**config.mk**
```make
export PLATFORM = sky130hd
export DESIGN_NAME = credit_sender_mc
export DESIGN_NICKNAME = d
export VERILOG_FILES = /design/src/rtl/metro_mpi_pkg.sv /design/src/rtl/credit_chan_fifo.sv /design/src/rtl/credit_sender_mc.sv
export SDC_FILE = /design/constraint.sdc
export NUM_CORES = 1
export LEC_CHECK = 0
export BUFFER_PORTS_ARGS = -buffer_cell sky130_fd_sc_hd__clkbuf_2
export CORE_ASPECT_RATIO = 1.75
export CORE_MARGIN = 1.5
export CORE_UTILIZATION = 45
export CTS_CLUSTER_SIZE = 25
export DETAILED_ROUTE_END_ITERATION = 8
export PLACE_DENSITY = 0.72
export SETUP_SLACK_MARGIN = 0.4
export SYNTH_ARGS = -nofsm -noshare
export SYNTH_HDL_FRONTEND = slang
export SYNTH_HIERARCHICAL = 1
export SYNTH_SLANG_ARGS = --single-unit
```
**constraint.sdc**
```tcl
create_clock -name clk_i -period 3.5 [get_ports clk_i]
set_input_delay 0.175 -clock clk_i [delete_from_list [all_inputs] [get_ports clk_i]]
set_output_delay 0.175 -clock clk_i [all_outputs]
set_load 0.01 [all_outputs]
```
**src/rtl/metro_mpi_pkg.sv**
```systemverilog
// Shared constants and types for the metro-mpi credit link layer.
// Default sizes here feed the sender's parameter defaults.
package metro_mpi_pkg;

    localparam int unsigned NUM_CH_DEFAULT     = 2;
    localparam int unsigned DATA_W_DEFAULT     = 64;
    localparam int unsigned FIFO_DEPTH_DEFAULT = 4;
    localparam int unsigned MAX_CREDIT_DEFAULT = 8;
    localparam int unsigned CREDIT_WIDTH       = $clog2(MAX_CREDIT_DEFAULT + 1);
    localparam int unsigned CH_WIDTH           = (NUM_CH_DEFAULT > 1) ? $clog2(NUM_CH_DEFAULT) : 1;

    typedef struct packed {
        logic [CH_WIDTH-1:0]       chan;
        logic [DATA_W_DEFAULT-1:0] data;
    } flit_t;

endpackage

```
**src/rtl/credit_chan_fifo.sv**
```systemverilog
// Per-channel synchronous FIFO with full/empty flags; push ignored when full,
// pop ignored when empty. Depth must be a power of two so pointers wrap freely.
module credit_chan_fifo #(
    parameter int unsigned DATA_W     = 64,
    parameter int unsigned FIFO_DEPTH = 4
) (
    input  logic              clk_i,
    input  logic              rstn_i,
    input  logic              push_i,
    input  logic [DATA_W-1:0] data_i,
    input  logic              pop_i,
    output logic [DATA_W-1:0] head_o,
    output logic              full_o,
    output logic              empty_o
);

    localparam int unsigned PTR_W = $clog2(FIFO_DEPTH);

    logic [DATA_W-1:0] mem_q [FIFO_DEPTH];
    logic [DATA_W-1:0] mem_d [FIFO_DEPTH];
    logic [PTR_W-1:0]  wr_ptr_q, wr_ptr_d;
    logic [PTR_W-1:0]  rd_ptr_q, rd_ptr_d;
    logic [PTR_W:0]    count_q, count_d;
    logic              do_push, do_pop;

    assign full_o  = (count_q == (PTR_W+1)'(FIFO_DEPTH));
    assign empty_o = (count_q == '0);
    assign head_o  = mem_q[rd_ptr_q];

    always_comb begin
        do_push  = push_i && !full_o;
        do_pop   = pop_i && !empty_o;
        mem_d    = mem_q;
        wr_ptr_d = wr_ptr_q;
        rd_ptr_d = rd_ptr_q;
        count_d  = count_q;
        if (do_push) begin
            mem_d[wr_ptr_q] = data_i;
            wr_ptr_d        = wr_ptr_q + PTR_W'(1);
        end
        if (do_pop) begin
            rd_ptr_d = rd_ptr_q + PTR_W'(1);
        end
        if (do_push && !do_pop) begin
            count_d = count_q + (PTR_W+1)'(1);
        end else if (!do_push && do_pop) begin
            count_d = count_q - (PTR_W+1)'(1);
        end
    end

    always_ff @(posedge clk_i or negedge rstn_i) begin
        if (!rstn_i) begin
            for (int i = 0; i < FIFO_DEPTH; i++) begin
                mem_q[i] <= '0;
            end
            wr_ptr_q <= '0;
            rd_ptr_q <= '0;
            count_q  <= '0;
        end else begin
            mem_q    <= mem_d;
            wr_ptr_q <= wr_ptr_d;
            rd_ptr_q <= rd_ptr_d;
            count_q  <= count_d;
        end
    end

endmodule

```
**src/rtl/credit_sender_mc.sv**
```systemverilog
// Multi-channel credit-based flit sender: per-channel FIFOs and credit counters,
// round-robin arbitration onto one registered output port.
module credit_sender_mc
    import metro_mpi_pkg::*;
#(
    parameter  int unsigned NUM_CH     = NUM_CH_DEFAULT,
    parameter  int unsigned DATA_W     = DATA_W_DEFAULT,
    parameter  int unsigned FIFO_DEPTH = FIFO_DEPTH_DEFAULT,
    parameter  int unsigned MAX_CREDIT = MAX_CREDIT_DEFAULT,
    localparam int unsigned CREDIT_W   = $clog2(MAX_CREDIT + 1),
    localparam int unsigned CH_W       = (NUM_CH > 1) ? $clog2(NUM_CH) : 1
) (
    input  logic                       clk_i,
    input  logic                       rstn_i,
    input  logic [NUM_CH-1:0]          in_valid_i,
    input  logic [NUM_CH*DATA_W-1:0]   in_data_i,
    output logic [NUM_CH-1:0]          in_ready_o,
    input  logic [NUM_CH-1:0]          yummy_i,
    output logic [DATA_W-1:0]          data_o,
    output logic                       valid_o,
    output logic [CH_W-1:0]            chan_o,
    output logic [NUM_CH*CREDIT_W-1:0] credit_o,
    output logic                       overflow_err_o
);

    logic [DATA_W-1:0]   fifo_head [NUM_CH];
    logic [NUM_CH-1:0]   fifo_full, fifo_empty, fifo_push, fifo_pop;
    logic [NUM_CH-1:0]   eligible;
    logic [CREDIT_W-1:0] credit_q [NUM_CH];
    logic [CREDIT_W-1:0] credit_d [NUM_CH];
    logic [CH_W-1:0]     rr_ptr_q, rr_ptr_d;
    logic [CH_W-1:0]     grant_idx;
    logic                grant_valid;
    int unsigned         cand;
    logic [DATA_W-1:0]   data_q, data_d;
    logic [CH_W-1:0]     chan_q, chan_d;
    logic                valid_q, valid_d;
    logic                ovf_q, ovf_d;

    for (genvar c = 0; c < NUM_CH; c++) begin : g_chan
        assign in_ready_o[c] = !fifo_full[c];
        assign fifo_push[c]  = in_valid_i[c] && !fifo_full[c];
        assign eligible[c]   = !fifo_empty[c] && (credit_q[c] != '0);

        credit_chan_fifo #(
            .DATA_W     (DATA_W),
            .FIFO_DEPTH (FIFO_DEPTH)
        ) u_fifo (
            .clk_i   (clk_i),
            .rstn_i  (rstn_i),
            .push_i  (fifo_push[c]),
            .data_i  (in_data_i[c*DATA_W +: DATA_W]),
            .pop_i   (fifo_pop[c]),
            .head_o  (fifo_head[c]),
            .full_o  (fifo_full[c]),
            .empty_o (fifo_empty[c])
        );
    end

    // Round-robin: first eligible channel at or after the pointer wins.
    always_comb begin
        grant_valid = 1'b0;
        grant_idx   = '0;
        cand        = 0;
        for (int unsigned i = 0; i < NUM_CH; i++) begin
            cand = (32'(rr_ptr_q) + i) % NUM_CH;
            if (!grant_valid && eligible[CH_W'(cand)]) begin
                grant_valid = 1'b1;
                grant_idx   = CH_W'(cand);
            end
        end
        rr_ptr_d = rr_ptr_q;
        if (grant_valid) begin
            rr_ptr_d = CH_W'((32'(grant_idx) + 1) % NUM_CH);
        end
    end

    always_comb begin
        valid_d = grant_valid;
        data_d  = data_q;
        chan_d  = chan_q;
        ovf_d   = ovf_q;
        if (grant_valid) begin
            data_d = fifo_head[grant_idx];
            chan_d = grant_idx;
        end
        for (int c = 0; c < NUM_CH; c++) begin
            fifo_pop[c] = grant_valid && (grant_idx == CH_W'(c));
            credit_d[c] = credit_q[c];
            // A same-cycle send and yummy cancel out.
            if (fifo_pop[c] && !yummy_i[c]) begin
                credit_d[c] = credit_q[c] - CREDIT_W'(1);
            end else if (!fifo_pop[c] && yummy_i[c]) begin
                if (credit_q[c] == CREDIT_W'(MAX_CREDIT)) begin
                    ovf_d = 1'b1;
                end else begin
                    credit_d[c] = credit_q[c] + CREDIT_W'(1);
                end
            end
        end
    end

    always_comb begin
        credit_o = '0;
        for (int c = 0; c < NUM_CH; c++) begin
            credit_o[c*CREDIT_W +: CREDIT_W] = credit_q[c];
        end
    end

    assign data_o         = data_q;
    assign valid_o        = valid_q;
    assign chan_o         = chan_q;
    assign overflow_err_o = ovf_q;

    always_ff @(posedge clk_i or negedge rstn_i) begin
        if (!rstn_i) begin
            rr_ptr_q <= '0;
            data_q   <= '0;
            chan_q   <= '0;
            valid_q  <= 1'b0;
            ovf_q    <= 1'b0;
            for (int c = 0; c < NUM_CH; c++) begin
                credit_q[c] <= CREDIT_W'(MAX_CREDIT);
            end
        end else begin
            rr_ptr_q <= rr_ptr_d;
            data_q   <= data_d;
            chan_q   <= chan_d;
            valid_q  <= valid_d;
            ovf_q    <= ovf_d;
            for (int c = 0; c < NUM_CH; c++) begin
                credit_q[c] <= credit_d[c];
            end
        end
    end

endmodule

```
==> results of run 1 <==
==> critical path: stages, from the launching register on <==
cell and delay, ps:
dfrtp_1 460, nor4_1 570, or2_1 280, a21o_4 120
inv_1 70, nand2b_1 120, ha_1 200, inv_1 60
fa_1 380, xor2_1 170, nor2_1 120, xor2_1 180
==> stage by stage <==
step                      area [sq um]  setup WS [ps]
after floorplan                  26700            996
after global placement           28400            689
after detailed placement         28400            696
after CTS                        31600            663
after global routing             31600            511
final                            31600            680
==> cells by family after synthesis <==
logic type | synth area share, %
AOI/OAI and AO/OA | 3.00
xor gates and xnor gates | 0.590
adders and majority gates | 1.14
buffers and inverters | 3.68
DFF | 56.4
muxes | 32.6
and+or+nand+nor | 2.57
==> registers in the layout, summed over array words and instances, names as in the netlist <==
name,flops
g_chan.u_fifo/wr_ptr_q,4
g_chan.u_fifo/rd_ptr_q,4
data_o,64
valid_o,1
overflow_err_o,1
g_chan.u_fifo/count_q,6
chan_o,1
rr_ptr_q,1
g_chan.u_fifo/mem_q,512
credit_o,8
==> synth_stat cells (all sizes together), types with 3 or more instances <==
library cell	n
inv	18
nor3	5
nor2	13
mux2	516
mux4	128
o221a	64
xnor2	10
buf	30
dfrtp	600
o21ai	5
or2	65
ha	18
xor2	8
nand2	13
clkbuf	67
fa	4
a21oi	4
nor4	3
==> path summary, 6_finish.rpt <==
check,endpoint,slack [ps],cells past startpoint
min reg2reg,g_chan[1].u_fifo/count_q[2],490,1
min,overflow_err_o,30,4
max in group asynchronous,g_chan[1].u_fifo/mem_q[62],2250,3
max,g_chan[0].u_fifo/count_q[2],680,11
min in group asynchronous,g_chan[0].u_fifo/mem_q[168],120,2
max reg2reg,g_chan[0].u_fifo/count_q[2],680,11
==> metal layers <==
metal	track usage (%)	wire, um	vias to the layer above
met3	3.06	2530	125
li1	-	-	6602
met4	7.45	1930	10
met2	37.3	32700	328
met1	27.0	25900	8226
met5	0	63	-
==> what timing repair did <==
item                       in CTS  in global routing
buffers inserted                0                  0
hold buffers                  130                  0
setup endpoints to repair       0                  0
gates resized for setup         0                  0
hold endpoints to repair      580                  0
==> power by group through the flow <==
stage               logic (W)  registers [W]  clock network [W]
finish                 0.0132         0.0129            0.00636
global route           0.0141         0.0134            0.00678
CTS                    0.0134         0.0130            0.00651
detailed placement     0.0132         0.0131                  0
global placement       0.0127         0.0127                  0
floorplan              0.0103         0.0122                  0
==> area by class of cell <==
cell class,count,area share [%]
flip-flops and latches,602,47.7
multi-input cells,877,34.0
inverters,18,0.214
diodes,3,0.0238
clock inverters,22,1.05
well taps,780,3.09
clock buffers,77,4.97
repair buffers,377,8.95
==> flow_summary_export.csv, run 1 <==
group,metric,value,unit
worst_setup_path,arrival,3340,ps
route,vias,15291,
die,die_h,325,um
timing,max_freq,355,MHz
placement,portBuffers,210,
timing,finalSetupTns,0,ps
logic_synthesis,ys_async_sr_fraction,100,%
route,wl,63.1,mm
placement,dp.cells,2524,
logic_synthesis,synth_area_leaders,"dfrtp_1 56%, mux2_2 22%, mux4_2 11%, clkbuf_8 2.5%, o221a_1 2.3%",
final_layout,nFillCells,4713,
worst_setup_path,critPathCaptureType,"flip-flop",
logic_synthesis,netlist_area,0.0267,sq mm
clocking,htreeDepth,2,
worst_setup_path,rr_startpoint,"credit_o[0]",
worst_setup_path,critPathKind,"reg -> reg",
logic_synthesis,syn_inst,1594,
job,drv_cap,0,
clocking,clockBufferDepth,3,
pwr,switching_power,0.0104,W
pwr,peakVddDrop,1020,uV
worst_setup_path,cp-start-kind,"flip-flop",
pwr,internal-power,0.0221,W
placement,gp_congestion,0.758,
logic_synthesis,synth_cell_types,42,
pwr,combPwrFrac,40.6,%
final_layout,postLayoutCoreUtil,53.6,%
final_layout,mostFrequentLayoutCells,"596 x dfrtp_1, 516 x mux2_2, 209 x clkbuf_2",
timing,slew_violations,0,
logic_synthesis,synth_nets,1750,
die,core.rowCount,118,
timing,rsz0062_at_grt,"no",
pwr,seq_power_share,39.8,%
pwr,power.leakage,13.2,nW
logic_synthesis,ys_seq_area_share,56.4,%
final_layout,final_layout_size_suffix_gt1_share,53.6,%
logic_synthesis,synth_top_area_cell,"dfrtp_1",
final_layout,final_common_cell,"dfrtp_1",
worst_setup_path,crit_start,"credit_o[0]",
global_route,grt_util_all_layers,21.3,%
pwr,clkPwrFrac,19.6,%
die,core-area,0.0589,sq mm
pwr,p_sw_share,32.0,%
route,antenna_left,0,
global_route,grt_pass1_wl,101,mm
placement,dpl.hpwl,39.9,mm
route,wl_per_cell,22.9,um
final_layout,num-nets-final,2086,
worst_setup_path,cp_max_fo,6,
worst_setup_path,critPathRequiredTime,4020,ps
clocking,root_buffer,"clkbuf_16",
timing,slew_headroom,25.3,%
clocking,insertion_delay,620,ps
clocking,clk_pin_slew,60,ps
logic_synthesis,syn_area_per_cell,16.8,sq um
route,drt_iter0_drc,703,
global_route,grt_pass1_vias,17517,
min_path,holdCritPathClass,"in -> reg",
pwr,power.total,0.0325,W
clocking,clock-sinks,602,
clocking,cts_tree,"built",
timing,hold_viol_final,0,
global_route,grt-ovfl-total,0,
min_path,min_from,"yummy_i[1]",
global_route,antenna_found_initial,8,
final_layout,syn_to_final_growth,18.3,%
clocking,cts-buffers-inserted,54,
route,viasPerCell,5.55,
timing,period_share,80.6,%
logic_synthesis,synth_top_area_share,56.2,%
run_status,outcome,"complete, no violations",
global_route,grt_max_degree,96,
die,die_w,187,um
die,dieArea,0.0609,sq mm
logic_synthesis,synth_edf_count,0,
die,ios,211,
timing,setup_viol,0,
die,initial_utilization,45.3,%
logic_synthesis,synthFlopType,"dfrtp_1",
timing,min_period,2820,ps
timing,hold_ws,31.4,ps
final_layout,fin_cells,2756,
route,first_pass_iters,4,
final_layout,seqCellArea,0.0151,sq mm
logic_synthesis,synth_seq_cells,602,
timing,finClkSkew,16.0,ps
final_layout,multi_input_area,0.0107,sq mm
pwr,power.density,1030,mW/mm^2
timing,worstMarginPinSlew,1120,ps
logic_synthesis,ys.warnings.count,6,
route,drc,0,
Note: power is estimated with default switching activity, not from simulation.
==> run 2: changes to the inputs <==
ABC_AREA = 1   (was unset)
PLACE_DENSITY = 0.71   (was 0.72)
clock period = 2.9 ns   (was 3.5 ns; I/O delays follow)
==> run 2 against run 1 <==
Effect of this change:
- critical endpoint is now g_chan[1].u_fifo/count_q[2]
- total power grew 33%
- synthesized area grew 14%
- design area grew 10%
- largest power group unchanged
- clock-buffer cell count did not move
- core utilization shrank 1.7 points
- critical path depth rose by 3
- synthesized cell count up 140%
- routed wire length rose by 52%
==> flow_summary_export.csv, run 2 <==
group,metric,value,unit
worst_setup_path,crit_chain,"nor2_4, buf_12, nand2_8, inv_1, nor2_4, nand2_1, inv_1, ha_1, inv_1, fa_1, nand2_1, nand3_1, nand2_1, nand2_1",
global_route,grt_pass1_vias,27550,
pwr,internal-power,0.0231,W
timing,finalSetupTns,0,ps
route,drc,0,
die,die_h,347,um
die,core-area,0.0672,sq mm
pwr,switching_power,0.0200,W
placement,place_ws,374,ps
global_route,grt-ovfl-total,0,
final_layout,final_layout_size_suffix_gt1_share,10.6,%
min_path,holdCritPathClass,"in -> async",
final_layout,num-nets-final,4125,
clocking,cts-buffers-inserted,54,
final_layout,final_common_cell,"nand2_1",
timing,min_period,2440,ps
pwr,peakVddDrop,1000,uV
global_route,antenna_found_initial,10,
route,viasPerCell,5.74,
final_layout,final_cell_area,0.0349,sq mm
global_route,grt_pass1_wl,152,mm
worst_setup_path,r2r_slack,460,ps
worst_setup_path,critPathRequiredTime,3390,ps
worst_setup_path,critPathCapture,"g_chan[1].u_fifo/count_q[2]",
worst_setup_path,cp_common_cell,"nand2_1",
logic_synthesis,synth_top_family_by_area,"simple AND/OR/NAND/NOR gates",
logic_synthesis,synth_most_common_cell,"nand2_1",
timing,period_share,84.1,%
logic_synthesis,syn_area_per_cell,7.93,sq um
worst_setup_path,worst-path-stages,14,
die,die_w,200,um
logic_synthesis,syn_inst,3840,
timing,worstMarginPinSlew,1140,ps
pwr,combPwrFrac,48.8,%
worst_setup_path,timing.rr.end,"g_chan[1].u_fifo/count_q[2]",
logic_synthesis,synthSimpleGateAreaFrac,34.5,%
worst_setup_path,critPathTopFamily,"simple AND/OR/NAND/NOR gates",
timing,finClkSkew,28.2,ps
worst_setup_path,critPathCaptureType,"flip-flop",
logic_synthesis,ys_seq_area_share,49.5,%
logic_synthesis,synth_area_leaders,"dfrtp_1 49%, nand2_1 14%, nand4_1 11%, o21ai_0 5.8%, nor2_1 5.6%",
final_layout,mostFrequentLayoutCells,"1158 x nand2_1, 594 x dfrtp_1, 516 x nand4_1",
logic_synthesis,ys.warnings.count,6,
timing,slew_violations,0,
final_layout,syn_to_final_growth,14.6,%
logic_synthesis,synthFlopType,"dfrtp_1",
worst_setup_path,crit_slowest_cell,"dfrtp_1",
logic_synthesis,synth_cell_types,28,
die,core.rowCount,126,
timing,slew_headroom,24.3,%
clocking,insertion_delay,610,ps
pwr,seq_power_share,33.7,%
placement,portBuffers,210,
route,vias,28156,
timing,rsz0062_at_grt,"yes",
pwr,power.leakage,17.5,nW
clocking,clk_pin_slew,60,ps
placement,dpl.hpwl,54.5,mm
timing,max_freq,410,MHz
clocking,clockBufferDepth,3,
route,drt_iter0_drc,2809,
logic_synthesis,ys_async_sr_fraction,100,%
die,initial_utilization,45.3,%
clocking,cts_tree,"built",
logic_synthesis,synthTopCellsByCount,"1164 x nand2_1, 600 x dfrtp_1, 516 x nand4_1, 457 x nor2_1, 350 x o21ai_0",
placement,placed_area,0.0316,sq mm
timing,layout_setup_ws,462,ps
clocking,clock-sinks,602,
final_layout,top_register,"g_chan.u_fifo/mem_q",
timing,setup_viol,0,
logic_synthesis,synth_top_area_cell,"dfrtp_1",
worst_setup_path,critPathMaxStageDelay,440,ps
global_route,grt_max_degree,164,
worst_setup_path,rr_startpoint,"g_chan[1].u_fifo/count_q[1]",
job,drv_cap,0,
die,dieArea,0.0693,sq mm
logic_synthesis,synth_nets,3996,
worst_setup_path,arrival,2930,ps
logic_synthesis,netlist_area,0.0304,sq mm
worst_setup_path,cp-start-kind,"flip-flop",
worst_setup_path,critPathKind,"reg -> reg",
logic_synthesis,synth-xor-area-share,0.288,%
route,first_pass_iters,6,
run_status,outcome,"complete, no violations",
logic_synthesis,synth_fa_ha_area_share,1.00,%
timing,hold_viol_final,0,
worst_setup_path,reg2reg_depth,14,
pwr,power.density,1230,mW/mm^2
pwr,p_sw_share,46.4,%
worst_setup_path,crit_buf_inv,4,
global_route,grt_util_all_layers,27.3,%
logic_synthesis,synth_top_area_share,49.3,%
final_layout,nFillCells,6484,
die,ios,211,
final_layout,largest_reg_flops,512,
placement,gp_congestion,0.826,
route,wl,95.7,mm
route,antenna_left,0,
pwr,clkPwrFrac,17.5,%
logic_synthesis,synth_seq_cells,602,
clocking,htreeDepth,2,
logic_synthesis,synth_edf_count,0,
logic_synthesis,synth_mux_area_share,0,%
logic_synthesis,synth_compound_area_share,6.46,%
worst_setup_path,crit_start,"g_chan[1].u_fifo/count_q[1]",
route,wl_per_cell,19.5,um
worst_setup_path,cp_max_fo,32,
clocking,root_buffer,"clkbuf_16",
==> run 2: final cells by class <==
| class | instances | area (sq um) | share of cell area, % |
|---|---|---|---|
| diodes | 7 | 17.5 | 0.0502 |
| clock buffers | 77 | 1610 | 4.61 |
| clock inverters | 14 | 204 | 0.585 |
| inverters | 113 | 429 | 1.23 |
| multi-input cells | 2779 | 13000 | 37.3 |
| flip-flops and latches | 602 | 15100 | 43.2 |
| well taps | 896 | 1120 | 3.21 |
| repair buffers | 419 | 3400 | 9.75 |
==> run 2: metal layers <==
metal	vias to the layer above	global-route usage, %	routed length [um]
met2	1116	44.8	46000
met4	8	10.3	3450
met5	-	0	57
li1	13132	-	-
met3	215	3.90	6360
met1	13685	36.4	39800
==> run 2: cell families after synthesis <==
family                     count (synthesis)
adders and majority gates                 22
xor gates and xnor gates                  10
AOI/OAI and AO/OA                        392
and+or+nand+nor                         2353
buffers and inverters                    461
DFF                                      602
==> run 2: worst register-to-register path, stage by stage, from the launching register on <==
cell and delay, ps:
dfrtp_1 440, nor2_4 70, buf_12 130, nand2_8 210, inv_1 170, nor2_4 150
nand2_1 110, inv_1 140, ha_1 180, inv_1 70, fa_1 380, nand2_1 110
nand3_1 80, nand2_1 60, nand2_1 50
==> run 2: repair_timing <==
item,in CTS,in global routing
cloned,0,2
endpoints found under the setup margin,3,63
setup buffers,0,4
pin swaps,0,7
resized for setup,2,17
hold buffers,131,0
hold endpoints to repair,921,0
==> run 2: power groups by stage <==
stage / registers [W] / logic (W) / clock network (W)
6_report: 0.0145 / 0.0210 / 0.00753
5_1_grt: 0.0150 / 0.0235 / 0.00795
4_1_cts: 0.0145 / 0.0207 / 0.00763
3_5_place_dp: 0.0146 / 0.0204 / 0
3_3_place_gp: 0.0145 / 0.0200 / 0
2_1_floorplan: 0.0142 / 0.0147 / 0
==> run 2: how the worst min path moves through the flow <==
stage | slack (ps) | depth (start not counted) | start | to
6_report | 60 | 2 | rstn_i | g_chan[1].u_fifo/mem_q[5]
2_1_floorplan | -150 | 0 | rstn_i | chan_o
5_1_grt | 80 | 2 | rstn_i | g_chan[1].u_fifo/mem_q[133]
4_1_cts | 30 | 6 | in_valid_i[0] | g_chan[0].u_fifo/wr_ptr_q[0]
3_3_place_gp | 100 | 1 | rstn_i | g_chan[1].u_fifo/mem_q[5]
3_5_place_dp | 100 | 1 | rstn_i | g_chan[1].u_fifo/mem_q[5]
==> run 2: metrics by stage <==
step	utilization, %	std cells	power, W	hold WS (ps)
after floorplan	-	3840	0.0289	-151
after global placement	47.1	4672	0.0345	103
after detailed placement	47.1	4672	0.0350	103
after CTS	51.7	4894	0.0428	30.0
after global routing	51.9	4905	0.0464	79.4
final	51.9	4907	0.0431	56.7
